**config.mk**
```make
export PLATFORM = sky130hd
export DESIGN_NAME = state_to_byte_serializer
export DESIGN_NICKNAME = d
export VERILOG_FILES = /design/src/rtl/aes_io_pkg.sv /design/src/rtl/blk_hold_reg.sv /design/src/rtl/state_to_byte_serializer.sv
export SDC_FILE = /design/constraint.sdc
export NUM_CORES = 1
export LEC_CHECK = 0
export CORE_MARGIN = 10
export CORE_UTILIZATION = 30
export CTS_BUF_LIST = sky130_fd_sc_hd__clkbuf_8
export CTS_CLUSTER_SIZE = 24
export DETAILED_ROUTE_END_ITERATION = 16
export PLACE_DENSITY_LB_ADDON = 0.05
export SLEW_MARGIN = 40
export SYNTH_ARGS = -nofsm -noshare
export SYNTH_HDL_FRONTEND = slang
export SYNTH_SLANG_ARGS = --single-unit
```
**constraint.sdc**
```tcl
create_clock -name clk -period 6.13 [get_ports clk]
set_input_delay 1.226 -clock clk [delete_from_list [all_inputs] [get_ports clk]]
set_output_delay 1.226 -clock clk [all_outputs]
set_load 0.01 [all_outputs]
```
**src/rtl/aes_io_pkg.sv**
```systemverilog
// -----------------------------------------------------------------------------
// aes_io_pkg
// Shared types and constants for the AES byte-serial I/O blocks.
//   STATE_BYTES : bytes in one 128-bit AES state
//   IDX_W       : width of the byte index within a state
//   LAST_IDX    : index of the final byte of a state
//   state_t     : one 128-bit AES state, word0 in the MSBs
//   fsm_state_t : serializer FSM states
//   byte_sel    : picks byte idx of a state, byte 0 = MSB byte
// -----------------------------------------------------------------------------
package aes_io_pkg;

    localparam int NUM_WORDS_DEF  = 4;
    localparam int BYTES_PER_WORD = 4;
    localparam int STATE_BYTES    = NUM_WORDS_DEF * BYTES_PER_WORD;
    localparam int IDX_W          = 4;

    localparam logic [IDX_W-1:0] LAST_IDX = IDX_W'(STATE_BYTES - 1);

    typedef logic [STATE_BYTES*8-1:0] state_t;

    typedef enum logic [0:0] {
        IDLE = 1'b0,
        SEND = 1'b1
    } fsm_state_t;

    // Shifting left by 8*idx brings the wanted byte into the top byte lane.
    function automatic logic [7:0] byte_sel(input state_t s, input logic [IDX_W-1:0] idx);
        state_t w_shifted;
        w_shifted = s << {idx, 3'b000};
        return w_shifted[STATE_BYTES*8-1 -: 8];
    endfunction

endpackage

```
**src/rtl/blk_hold_reg.sv**
```systemverilog
// -----------------------------------------------------------------------------
// blk_hold_reg
// One-entry holding buffer for a complete AES state, with a full flag.
//   clk, rst  : clock, synchronous active-high reset (empties the buffer)
//   i_load    : capture i_data, buffer becomes full
//   i_pop     : release the held block, buffer becomes empty
//   i_data    : incoming block
//   o_data    : held block
//   o_full    : a block is held
// Load and pop in the same cycle replaces the held block and stays full.
// -----------------------------------------------------------------------------
module blk_hold_reg
    import aes_io_pkg::*;
(
    input  logic   clk,
    input  logic   rst,
    input  logic   i_load,
    input  logic   i_pop,
    input  state_t i_data,
    output state_t o_data,
    output logic   o_full
);

    state_t r_data;
    logic   r_full;

    // Holding register and its occupancy flag.
    always_ff @(posedge clk) begin
        if (rst) begin
            r_data <= {STATE_BYTES*8{1'b0}};
            r_full <= 1'b0;
        end else if (i_load) begin
            r_data <= i_data;
            r_full <= 1'b1;
        end else if (i_pop) begin
            r_data <= r_data;
            r_full <= 1'b0;
        end else begin
            r_data <= r_data;
            r_full <= r_full;
        end
    end

    assign o_data = r_data;
    assign o_full = r_full;

endmodule

```
**src/rtl/state_to_byte_serializer.sv**
```systemverilog
// -----------------------------------------------------------------------------
// state_to_byte_serializer
// Takes a 128-bit AES state on a valid/ready handshake and emits it as 16
// bytes on a byte-wide valid/ready stream, word0 first, MSB byte first.
// A one-block pending buffer lets consecutive blocks stream without a gap.
//   clk, rst    : clock, synchronous active-high reset
//   blk_in      : block, word0 = [127:96], word3 = [31:0]
//   blk_valid   : blk_in valid
//   blk_ready   : block can be accepted this cycle (combinational)
//   byte_out    : current output byte (registered)
//   byte_valid  : byte_out valid
//   byte_ready  : downstream consumes the byte this cycle
//   byte_last   : marks the 16th byte of a block
//   busy        : a block is being sent or is pending
// -----------------------------------------------------------------------------
module state_to_byte_serializer
    import aes_io_pkg::*;
#(
    parameter int NUM_WORDS = 4,
    parameter int BYTE_W    = 8
) (
    input  logic                   clk,
    input  logic                   rst,
    input  logic [NUM_WORDS*32-1:0] blk_in,
    input  logic                   blk_valid,
    output logic                   blk_ready,
    output logic [BYTE_W-1:0]      byte_out,
    output logic                   byte_valid,
    input  logic                   byte_ready,
    output logic                   byte_last,
    output logic                   busy
);

    fsm_state_t       r_state;
    state_t           r_shreg;
    logic [IDX_W-1:0] r_idx;
    logic [BYTE_W-1:0] r_byte_out;
    logic             r_byte_valid;
    logic             r_byte_last;

    state_t           w_pend_data;
    logic             w_pend_full;
    logic             w_fire;
    logic             w_fire_last;
    logic             w_accept;
    logic             w_pend_load;
    logic             w_pend_pop;

    fsm_state_t       w_nxt_state;
    state_t           w_nxt_shreg;
    logic [IDX_W-1:0] w_nxt_idx;
    logic             w_nxt_valid;

    assign w_fire      = r_byte_valid && byte_ready;
    assign w_fire_last = w_fire && (r_idx == LAST_IDX);
    // The pending slot frees up in the very cycle the last byte leaves.
    assign blk_ready   = !rst && (!w_pend_full || w_fire_last);
    assign w_accept    = blk_valid && blk_ready;

    // An accepted block bypasses the pending slot when it can go straight into
    // the shift register: from IDLE, or on the last byte with nothing pending.
    assign w_pend_load = w_accept && (r_state == SEND) && !(w_fire_last && !w_pend_full);
    assign w_pend_pop  = w_fire_last && w_pend_full;

    blk_hold_reg u_pend (
        .clk    (clk),
        .rst    (rst),
        .i_load (w_pend_load),
        .i_pop  (w_pend_pop),
        .i_data (blk_in),
        .o_data (w_pend_data),
        .o_full (w_pend_full)
    );

    // Next shift register, index, valid and FSM state.
    always_comb begin
        w_nxt_state = r_state;
        w_nxt_shreg = r_shreg;
        w_nxt_idx   = r_idx;
        w_nxt_valid = r_byte_valid;
        case (r_state)
            IDLE: begin
                if (w_accept) begin
                    w_nxt_shreg = blk_in;
                    w_nxt_idx   = {IDX_W{1'b0}};
                    w_nxt_valid = 1'b1;
                    w_nxt_state = SEND;
                end else begin
                    w_nxt_valid = 1'b0;
                    w_nxt_state = IDLE;
                end
            end
            SEND: begin
                if (!w_fire) begin
                    w_nxt_state = SEND;
                end else if (r_idx != LAST_IDX) begin
                    w_nxt_idx = r_idx + IDX_W'(1);
                end else if (w_pend_full) begin
                    w_nxt_shreg = w_pend_data;
                    w_nxt_idx   = {IDX_W{1'b0}};
                end else if (w_accept) begin
                    w_nxt_shreg = blk_in;
                    w_nxt_idx   = {IDX_W{1'b0}};
                end else begin
                    w_nxt_valid = 1'b0;
                    w_nxt_state = IDLE;
                end
            end
            default: begin
                w_nxt_valid = 1'b0;
                w_nxt_state = IDLE;
            end
        endcase
    end

    // FSM and registered byte outputs; byte_out is selected from the next
    // shift register/index so it is stable straight from the clock edge.
    always_ff @(posedge clk) begin
        if (rst) begin
            r_state      <= IDLE;
            r_shreg      <= {STATE_BYTES*8{1'b0}};
            r_idx        <= {IDX_W{1'b0}};
            r_byte_out   <= {BYTE_W{1'b0}};
            r_byte_valid <= 1'b0;
            r_byte_last  <= 1'b0;
        end else begin
            r_state      <= w_nxt_state;
            r_shreg      <= w_nxt_shreg;
            r_idx        <= w_nxt_idx;
            r_byte_valid <= w_nxt_valid;
            r_byte_last  <= w_nxt_valid && (w_nxt_idx == LAST_IDX);
            if (w_nxt_valid) begin
                r_byte_out <= byte_sel(w_nxt_shreg, w_nxt_idx);
            end else begin
                r_byte_out <= {BYTE_W{1'b0}};
            end
        end
    end

    assign byte_out   = r_byte_out;
    assign byte_valid = r_byte_valid;
    assign byte_last  = r_byte_last;
    assign busy       = (r_state == SEND) || w_pend_full;

endmodule

```
== After elaboration in Yosys (flattened, before gate mapping) ==
Cells that the tools add are included.

* Output and inout bits: 12
* Input port bits: 132
* Flip-flop bits (word level): 272
* Word-level logic and storage cells: 53

* Shifts and indexed selects: 1
* Muxes and demuxes: 22
* Add/sub/neg operators: 1
* Eq/ne operators: 3
* Bitwise logic cells: 2
* Reductions and logical operators: 16

{| class="wikitable"
|+ Operator list
! kind !! count
|-
| $mux 128 || 4
|-
| $pmux 128 s2 || 1
|-
| $shl 128x7->128 || 1
|-
| $mux 4 || 4
|-
| $mux 1 || 10
|-
| $logic_and 1x1->1 || 9
|-
| $eq 4x4->1 const B || 2
|-
| $pmux 4 s2 || 1
|-
| $add 4x1->4 const B || 1
|-
| $ne 4x4->1 const B || 1
|-
| $pmux 1 s2 || 2
|-
| $logic_not 1->1 || 3
|-
| $logic_or 1x1->1 || 2
|-
| $not 1->1 || 2
|-
| $reduce_bool 2->1 || 1
|-
| $reduce_or 2->1 || 1
|}

== Depth between registers and ports, before layout ==
Gate-level depths: netlist of the first run.

* Depth in word-level cells: 12
* Mapped depth: 13
* Gate-level depth less buffers: 9

== Modules after synthesis ==
Synthesis of the first run repeated with hierarchy kept, for this count alone.

* Cell total of the unflattened synthesis: 1620
* Area total of the unflattened synthesis: 14224.9 um2

{| class="wikitable"
|+ Modules (own cells, without submodules)
! module !! area an instance (um2) !! instances !! cells each !! sequential area each (um2)
|-
| state_to_byte_serializer || 9549.2 || 1 || 1203 || 2862.7
|-
| blk_hold_reg || 4675.7 || 1 || 417 || 2582.5
|}

== Least setup slack after synthesis of the first run ==
Ideal clock, no wire load.

* Kind: input to output
* Start point: input port byte_ready
* End point: output port blk_ready
* Data arrival time: 2.265 ns
* Buffers on the path: 4
* Setup slack: 2.639 ns
* Stages on the path: 7
* Required time: 4.904 ns
* Cell sequence: and2_1 > buf_2 > nand2_1 > buf_2 > buf_2 > clkbuf_1 > a21oi_1

* Word-level cells in the longest chain between the ends: 4

{| class="wikitable"
|+ RTL lines
! what !! line !! source
|-
| start: declaration || state_to_byte_serializer.sv:29 || <nowiki>input logic byte_ready,</nowiki>
|-
| $logic_and 1x1->1 || state_to_byte_serializer.sv:54 || <nowiki>assign w_fire = r_byte_valid && byte_ready;</nowiki>
|-
| $logic_and 1x1->1 || state_to_byte_serializer.sv:55 || <nowiki>assign w_fire_last = w_fire && (r_idx == LAST_IDX);</nowiki>
|-
| $logic_or 1x1->1 || state_to_byte_serializer.sv:57 || <nowiki>assign blk_ready = !rst && (!w_pend_full || w_fire_last);</nowiki>
|-
| $logic_and 1x1->1 || state_to_byte_serializer.sv:57 ||
|-
| end: declaration || state_to_byte_serializer.sv:26 || <nowiki>output logic blk_ready,</nowiki>
|}

No other way between the ends.

== Worst setup path in the final report of the first run ==
Same ends and word-level chain as after synthesis.

==> results of run 1 <==
[stage by stage]
step / setup WS (ns) / util (%) / hold WS (ns) / total power (µW) / instance area (µm²)
final: 1.432 / 37.01 / 0.4507 / 4653 / 16870
after global routing: 1.327 / 37.01 / 0.4672 / 4870 / 16870
after CTS: 1.418 / 37.01 / 0.4521 / 4716 / 16870
after detailed placement: 1.298 / 34.67 / 0.4433 / 2835 / 15800
after global placement: 1.289 / 34.50 / 0.4372 / 2825 / 15720
after floorplan: 2.639 / - / 0.4313 / 2444 / 13920
[worst max-delay path by stage]
stage	end	slack (ns)	cells past startpoint
after global placement	byte_out[2]	1.29	9
final	blk_ready	1.43	5
after floorplan	blk_ready	2.64	7
after global routing	blk_ready	1.33	5
after CTS	blk_ready	1.42	5
after detailed placement	byte_out[2]	1.30	9
[report_power, final]
part           internal [µW]  total [µW]  switching [µW]
sequential              1870        1940            71.8
combinational            316         857             541
clock                   1010        1850             845
total                   3200        4650            1460
[routing by layer]
metal	vias up	wire (µm)	track usage, %
li1	6968	-	-
met1	7147	26910	27.87
met3	92	3622	3.847
met5	-	0	0
met2	472	27640	32.27
met4	0	1932	7.864
[registers in the layout, indices dropped and copies added, names as in the netlist]
name and flops:
r_shreg 128, u_pend.o_data 128, byte_out 8, r_idx 4, byte_last 1, byte_valid 1, r_state 1, u_pend.o_full 1
[placed cells by master (no fill, tap or decap), drive strengths merged, types with 2 or more instances in the layout]
cell type      Yosys  layout
nand2            474     474
a21oi            294     294
dfxtp            272     272
o21ai            171     171
nor2             145     145
clkdlybuf4s50      0     142
clkbuf           122      71
a22o              51      51
or3               39      39
buf               70      39
nand4             34      34
a221oi            33      33
a22oi             31      31
inv                4      30
or4               24      24
a222oi            23      23
nand3             21      21
nor2b             15      15
o22ai             15      15
and2              11      11
a221o              9       9
o32ai              9       9
nor4               9       9
a2111oi            9       9
mux2i              8       8
o2111ai            8       8
nor3               8       8
and3               2       2
o221ai             2       2
[cell families after synthesis]
| kind of cell | after synthesis | synth area share (%) |
|---|---|---|
| AOI/OAI and AO/OA | 664 | 29.80 |
| adders and majority gates | 2 | 0.1618 |
| buffers and inverters | 196 | 5.943 |
| DFF | 272 | 39.13 |
| muxes | 8 | 0.5755 |
| and+or+nand+nor | 787 | 24.39 |
[critical path: cells and delay by family]
family / cells / cell delay, ns
buffers and inverters: 2 / 1.17
AND/OR/NAND/NOR: 2 / 0.89
AO/OA/AOI/OAI: 1 / 0.20
[cell type report]
class | count | area (µm²)
clock buffers | 70 | 963.4
inverters | 4 | 15.01
flip-flops and latches | 272 | 5450
fillers | 4802 | 28710
clock inverters | 26 | 102.6
multi-input cells | 1461 | 7727
well taps | 600 | 750.7
repair buffers | 182 | 1859
==> key figures, run 1 <==
Clock tree
  • Clk root buf: clkbuf_8
  • CTS tree: done
  • Clk sinks: 272
  • CTS Buf Count: 52
  • CTS resizes: 0
  • Post-CTS setup buffers: 0
  • Hold Buf Count CTS: 0
  • CTS Buffer Depth: 3
  • Clock latency on the worst-skew pair: 0.65 ns
  • Worst-path clk slew: 0.06 ns
  • CTS HTree Levels: 2

Power and ir drop
  • Worst vdd ir: 129.9 µV
  • Leak: 0.005536 µW
  • Pwr Density: 275.8 nW/µm²

Synth
  • Seq cells post-synth: 272
  • Synth cell count leaders: 472 x nand2_1, 294 x a21oi_1, 272 x dfxtp_1
  • Proportion of synthesized chip area in sequential cells: 39.13%
  • Top cells by area, synth: dfxtp_1 39%, nand2_1 13%, a21oi_1 11%
  • Syn_nets: 2062
  • Synthesis Warnings: 0
  • Synth unique cells: 56
  • Post-Syn Instances: 1929
  • Yosys top cell by area: dfxtp_1
  • Most instantiated library cell after synthesis: nand2_1
  • Number of synthesized flops with an enable pin: 0
  • Mapped Area: 13920 µm²
  • Syn avg cell area: 7.214 µm²
  • Ys flop type: dfxtp_1
  • Share of the synthesized area in the top cell type: 39.13%
  • Post-synth ARST share: 0%

STA
  • Worst Skew: 0.02717 ns
  • Final Critical Period: 4.698 ns
  • Crit share post-route: 76.65%
  • Fmax achieved: 212.8 MHz
  • Relative slew slack: 44.40%
  • RSZ-0062 raised after global routing: false
  • Tightest Pin Transition: 0.8340 ns
  • # setup viols final: 0
  • Final hold vios: 0
  • Pins Over Slew Limit: 0
  • Setup TNS: 0 ns

Worst hold path
  • Hold Startpoint: u_pend.o_data[94]
  • Worst Hold End: u_pend.o_data[94]
  • Hold WC Path Type: reg -> reg
  • WHS Path Cells: 2

GRT
  • Initial antenna violation count: 0
  • Via count of the first global-routing pass: 14140
  • First-pass GRT wire length: 91.70 mm
  • Total global-route track usage: 20.74%
  • Grt ovf: 0
  • Largest net degree at the start of global routing: 89

Setup path
  • Crit Reg-Reg Startpoint: r_idx[0]
  • Critical path, cell by cell: clkdlybuf4s50_1 -> and2_1 -> nand2_2 -> a21oi_1 -> clkdlybuf4s50_1
  • R2r setup slk: 1.68 ns
  • Worst path required time: 4.90 ns
  • CP most frequent cell: clkdlybuf4s50_1
  • Slowest cell on the critical path: and2_1
  • Critical path arrival: 3.47 ns
  • Crit path launch: byte_ready
  • Max stage delay on crit path: 0.71 ns
  • CP Launch Type: input port
  • Cells on worst reg2reg path: 10
  • CP endpoint kind: primary output
  • Critical path class: in -> out
  • FF-to-FF End: byte_out[2]
  • CP Max Fanout: 14

Route
  • Drt pass-1 iters: 5
  • DRC viols: 0
  • Via count: 14680
  • Antenna viol nets, final: 0
  • Detail-routed via count per cell: 5.613
  • Routed wire per std cell: 22.99 µm
  • WL final: 60.11 mm
  • Starting DRT DRC Count: 1327

Finish
  • # diodes: 0
  • Layout cells sized above 1: 7.146%
  • Area delta synth->final: 21.22%
  • Non-Filler Instances: 2615
  • Nets@finish: 2106

Die
  • Ports: 144
  • Row Count: 78
  • Die height: 235.4 µm
  • Floorplan core area: 45580 µm²
  • Die area: 55400 µm²
  • Starting Density: 30.53%
  • Die width: 235.4 µm

Placed design
  • Detailed Place HPWL: 37.67 mm
  • Buffers on Ports: 143
  • Placer Congestion: 0.8357
  • DP Cell Count: 2519

Status
  • Outcome: finished clean

Run
  • Max Cap Viol: 0
(Power assumes the default switching activity.)
==> inputs of run 2 (changes only) <==
clock period = 4.9 ns   (was 6.13 ns; I/O delays follow)
==> key figures, run 2 (same netlist as run 1, synthesis figures left out) <==
Status
  • Outcome: finished clean

Clock tree
  • Clk root buf: clkbuf_8
  • Clock latency on the worst-skew pair: 0.66 ns (about the same)
  • Clk sinks: 272 (unchanged)
  • CTS Buffer Depth: 3 (unchanged)
  • CTS Buf Count: 54 (+3.8%)
  • CTS tree: done
  • Hold Buf Count CTS: 0 (unchanged)
  • CTS HTree Levels: 2 (unchanged)
  • CTS resizes: 0 (unchanged)
  • Post-CTS setup buffers: 0 (unchanged)
  • Worst-path clk slew: 0.05 ns (about the same)

GRT
  • Largest net degree at the start of global routing: 129 (+45%)
  • Initial antenna violation count: 0 (unchanged)
  • Grt ovf: 0 (unchanged)
  • Total global-route track usage: 20.39% (-0.35 points)
  • Via count of the first global-routing pass: 13850 (-2.1%)
  • First-pass GRT wire length: 90.18 mm (-1.7%)

Worst hold path
  • WHS Path Cells: 2 (unchanged)
  • Hold WC Path Type: reg -> reg
  • Worst Hold End: u_pend.o_data[90]
  • Hold Startpoint: u_pend.o_data[90]

Power and ir drop
  • Internal power: 3972 µW (+24%)
  • Pwr Density: 342.8 nW/µm² (+24%)
  • Total power: 5799 µW (+25%)
  • Clock power frac: 39.6% (-0.2 points)
  • Leak: 0.005541 µW (about the same)
  • Worst vdd ir: 174.4 µV (+34%)
  • Sw power: 1827 µW (+25%)
  • Sw Share: 31.51% (+0.19 points)
  • Sequential power share: 41.7% (about the same)
  • Comb power frac: 18.7% (+0.3 points)

Die
  • Die width: 235.4 µm (unchanged)
  • Floorplan core area: 45580 µm² (unchanged)
  • Ports: 144 (unchanged)
  • Row Count: 78 (unchanged)
  • Starting Density: 30.53% (unchanged)
  • Die area: 55400 µm² (unchanged)
  • Die height: 235.4 µm (unchanged)

STA
  • Final Critical Period: 3.986 ns
  • RSZ-0062 raised after global routing: false
  • # setup viols final: 0 (unchanged)
  • Pins Over Slew Limit: 0 (unchanged)
  • Setup TNS: 0 ns (unchanged)
  • Final hold vios: 0 (unchanged)
  • Fmax achieved: 250.9 MHz
  • Crit share post-route: 81.35%
  • Hold_ws: 0.4495 ns (-0.001138 ns)
  • Relative slew slack: 42.08% (-2.3 points)
  • Worst Skew: 0.02227 ns (-0.004900 ns)
  • Tightest Pin Transition: 0.8609 ns (+0.02686 ns)

Setup path
  • Critical path arrival: 3.01 ns (-0.46 ns)
  • R2r setup slk: 1.09 ns (-0.59 ns)
  • CP Launch Type: input port
  • Worst path required time: 3.92 ns (-0.98 ns)
  • Crit Reg-Reg Startpoint: r_idx[0]
  • Critical path, cell by cell: clkdlybuf4s50_1 -> and2_1 -> nand2_2 -> a21oi_1 -> clkdlybuf4s50_1
  • Slowest cell on the critical path: clkdlybuf4s50_1
  • Cells on worst reg2reg path: 11 (+1)
  • CP most frequent cell: clkdlybuf4s50_1
  • Critical path class: in -> out
  • CP endpoint kind: primary output
  • CP Max Fanout: 7 (-7)
  • FF-to-FF End: byte_out[0]
  • Max stage delay on crit path: 0.66 ns (-0.05 ns)

Placed design
  • Detailed Place HPWL: 36.65 mm (-2.7%)
  • Buffers on Ports: 143 (unchanged)
  • Placer Congestion: 0.8431 (+0.89%)

Route
  • Starting DRT DRC Count: 1670 (+26%)
  • WL final: 59.67 mm (-0.73%)
  • Via count: 14680 (+0.014%)
  • Antenna viol nets, final: 0 (unchanged)
  • Drt pass-1 iters: 7 (+2)
  • Detail-routed via count per cell: 5.603 (-0.18%)
  • DRC viols: 0 (unchanged)
  • Routed wire per std cell: 22.77 µm (-0.92%)

Finish
  • Final core utilization: 37.12% (+0.11 points)
  • Commonest non-fill, non-tap cell in the layout: nand2_1
  • Layout cells sized above 1: 7.673% (+0.53 points)
  • Area delta synth->final: 21.59%
  • Most frequent cells in the layout: 470 x nand2_1, 294 x a21oi_1, 270 x dfxtp_1, 163 x o21ai_0
  • # diodes: 0 (unchanged)
  • Nets@finish: 2116 (+0.47%)

Run
  • Max Cap Viol: 0 (unchanged)
==> run 2: changes by cell type in the layout (fill, tap and decap cells not counted), sizes merged <==
cell,delta
buf,+8
clkbuf,-2
clkinv,+4
clkinvlp,+1
inv,-6
==> run 2: worst max-delay path, delay by kind of cell <==
family	cells	cell delay [ns]
buffers and inverters	2	1.25
AOI/OAI and AO/OA	1	0.27
and+or+nand+nor	2	0.50
==> run 2: cell type report <==
cell class              instances  area, µm²
clock buffers                  68      935.9
clock inverters                25      102.6
fillers                      4805      28660
inverters                       4      15.01
multi-input cells            1461       7721
flip-flops and latches        272       5450
well taps                     600      750.7
repair buffers                190       1944
==> run 2: how the worst max path moves through the flow <==
stage	startpoint	endpoint	slack, ns	cells past startpoint
after floorplan	rst	byte_out[6]	1.90	10
after global placement	byte_ready	byte_out[5]	0.35	9
after detailed placement	byte_ready	byte_out[0]	0.44	9
after CTS	r_idx[0]	blk_ready	0.57	5
after global routing	byte_ready	blk_ready	0.87	5
final	byte_ready	blk_ready	0.91	5
==> run 2: routing by layer <==
layer	global-route usage (%)	vias up	wire [µm]
met5	0	-	0
met4	6.643	0	1686
met3	3.369	91	3274
met2	31.44	508	26800
met1	28.26	7099	27910
li1	-	6983	-
==> run 2: power by group through the flow <==
stage / Sequential, µW / Combinational, µW / Clock (µW)
floorplan: 2430 / 623 / 0
global placement: 2460 / 1080 / 0
detailed placement: 2460 / 1080 / 0
CTS: 2420 / 1090 / 2370
global route: 2430 / 1170 / 2460
finish: 2420 / 1080 / 2300
==> run 2: per-stage QoR <==
step           cell area, µm²  instances  setup slack, ns
5_1_grt                 16920       2620           0.8659
6_report                16920       2620           0.9137
3_3_place_gp            15840       2526           0.3502
3_5_place_dp            15880       2527           0.4383
2_1_floorplan           13920       1929            1.897
4_1_cts                 16920       2620           0.5674
==> inputs of run 3 (changes only) <==
clock period = 4.1 ns   (was 4.9 ns; I/O delays follow)
==> key figures, run 3 (same netlist as run 1, synthesis figures left out) <==
STA
  • Fmax achieved: 259.1 MHz
  • RSZ-0062 raised after global routing: false
  • Tightest Pin Transition: 0.8368 ns (-0.02403 ns)
  • # setup viols final: 0 (unchanged)
  • Final Critical Period: 3.860 ns
  • Relative slew slack: 43.70% (+1.6 points)
  • Worst Skew: 0.03294 ns (+0.01067 ns)
  • Hold_ws: 0.4487 ns (-0.0008280 ns)
  • Crit share post-route: 94.14%
  • Pins Over Slew Limit: 0 (unchanged)
  • Final hold vios: 0 (unchanged)

Clock tree
  • CTS Buf Count: 53 (-1.9%)
  • Clk root buf: clkbuf_8
  • CTS tree: done
  • CTS resizes: 0 (unchanged)
  • Post-CTS setup buffers: 0 (unchanged)
  • Clock latency on the worst-skew pair: 0.65 ns (about the same)
  • Worst-path clk slew: 0.06 ns (about the same)
  • CTS Buffer Depth: 3 (unchanged)
  • Hold Buf Count CTS: 0 (unchanged)
  • Clk sinks: 272 (unchanged)
  • CTS HTree Levels: 2 (unchanged)

Setup path
  • Slowest cell on the critical path: clkdlybuf4s50_1
  • CP Max Fanout: 12 (+5)
  • Crit-path leading delay family: simple AND/OR/NAND/NOR gates
  • Worst path required time: 3.28 ns (-0.64 ns)
  • WP buf/inv: 1 (-1)
  • Critical path, cell by cell: ha_1 -> and3_1 -> nand2_2 -> a21oi_1 -> clkdlybuf4s50_1
  • CP endpoint kind: primary output
  • Critical path class: reg -> out
  • CP Launch Type: flop
  • Max stage delay on crit path: 0.61 ns (-0.05 ns)
  • Critical path arrival: 3.04 ns (+0.03 ns)

Die
  • Row Count: 78 (unchanged)
  • Starting Density: 30.53% (unchanged)
  • Ports: 144 (unchanged)
  • Die width: 235.4 µm (unchanged)
  • Floorplan core area: 45580 µm² (unchanged)
  • Die area: 55400 µm² (unchanged)
  • Die height: 235.4 µm (unchanged)

Placed design
  • DP Cell Count: 2559 (+1.3%)
  • Placed cell area: 16150 µm² (+1.7%)
  • Placer Congestion: 0.8441 (+0.12%)
  • Detailed Place HPWL: 37.15 mm (+1.4%)
  • Buffers on Ports: 143 (unchanged)

GRT
  • Largest net degree at the start of global routing: 89 (-31%)
  • Via count of the first global-routing pass: 14240 (+2.9%)
  • Initial antenna violation count: 0 (unchanged)
  • Grt ovf: 0 (unchanged)
  • First-pass GRT wire length: 90.63 mm (+0.50%)
  • Total global-route track usage: 20.25% (-0.14 points)

Route
  • Detail-routed via count per cell: 5.493 (-2.0%)
  • Starting DRT DRC Count: 1335 (-20%)
  • Metal3 WL: 2.525 mm (-23%)
  • DRC viols: 0 (unchanged)
  • Met2 Routed Length: 27.30 mm (+1.9%)
  • Wire length on met1: 27.65 mm (-0.92%)
  • WL final: 58.75 mm (-1.5%)
  • Via count: 14590 (-0.62%)
  • Highest Signal Layer: met4
  • Routed wire per std cell: 22.12 µm (-2.9%)
  • Antenna viol nets, final: 0 (unchanged)
  • Drt pass-1 iters: 6 (-1)

Power and ir drop
  • Leak: 0.005744 µW (+3.7%)
  • Worst vdd ir: 155.7 µV (-11%)
  • Total power: 7055 µW (+22%)
  • Pwr Density: 408.7 nW/µm² (+19%)

Finish
  • Most frequent cells in the layout: 470 x nand2_1, 294 x a21oi_1, 270 x dfxtp_1, 163 x o21ai_0
  • Area delta synth->final: 24.04%
  • Non-Filler Instances: 2656 (+1.4%)
  • Nets@finish: 2147 (+1.5%)
  • Filler cells: 4835 (+0.62%)
  • Commonest non-fill, non-tap cell in the layout: nand2_1
  • # diodes: 0 (unchanged)
  • Layout cells sized above 1: 9.241% (+1.6 points)
  • Final Instance Area: 17260 µm² (+2.0%)
  • Final core utilization: 37.87% (+0.75 points)

Run
  • Max Cap Viol: 0 (unchanged)

Status
  • Outcome: finished clean

Worst hold path
  • Hold WC Path Type: reg -> reg
run 3: worst paths after layout:
check / depth (start not counted) / from / to / slack, ns
hold reg to reg: 2 / u_pend.o_data[67] / u_pend.o_data[67] / 0.45
hold / removal: 2 / u_pend.o_data[67] / u_pend.o_data[67] / 0.45
setup reg to reg: 10 / r_idx[0] / byte_out[7] / 0.51
setup / recovery: 5 / r_idx[0] / blk_ready / 0.24
run 3: area by class of cell:
type	count	area (µm²)	area share, %
multi-input combinational	1461	7720	44.72
sequential	272	5450	31.57
timing repair buffer	222	2215	12.83
clock buffer	74	1018	5.900
tap	600	750.7	4.349
clock inverter	23	92.59	0.5364
inverter	4	15.01	0.08698
run 3: worst reg2reg max path: cells and delay by family (launching register included):
| family | cells | cell delay [ns] |
|---|---|---|
| adder cells (fa/ha/maj) | 1 | 0.29 |
| AO/OA/AOI/OAI | 5 | 1.64 |
| AND/OR/NAND/NOR | 2 | 0.58 |
| flip-flops | 1 | 0.43 |
| buffers and inverters | 2 | 0.56 |
run 3: metrics by stage:
stage,setup slack (ns),setup TNS [ns]
after global placement,-0.01416,-0.01416
after global routing,0.03297,0
after detailed placement,-0.009615,-0.009615
after CTS,0.1349,0
final,0.2401,0
after floorplan,1.257,0
run 3: where the power goes:
part | total [µW] | leakage [µW] | switching, µW | internal [µW]
Combinational | 1300 | 0.00288 | 786 | 513
Clock | 2850 | 0.000647 | 1270 | 1590
Sequential | 2900 | 0.00222 | 106 | 2800
Total | 7060 | 0.00574 | 2160 | 4900
run 3: layer usage:
layer | GRT usage [%] | vias up
met5 | 0 | -
met4 | 6.062 | 0
met3 | 2.786 | 79
met2 | 32.38 | 385
met1 | 27.67 | 7079
li1 | - | 7047
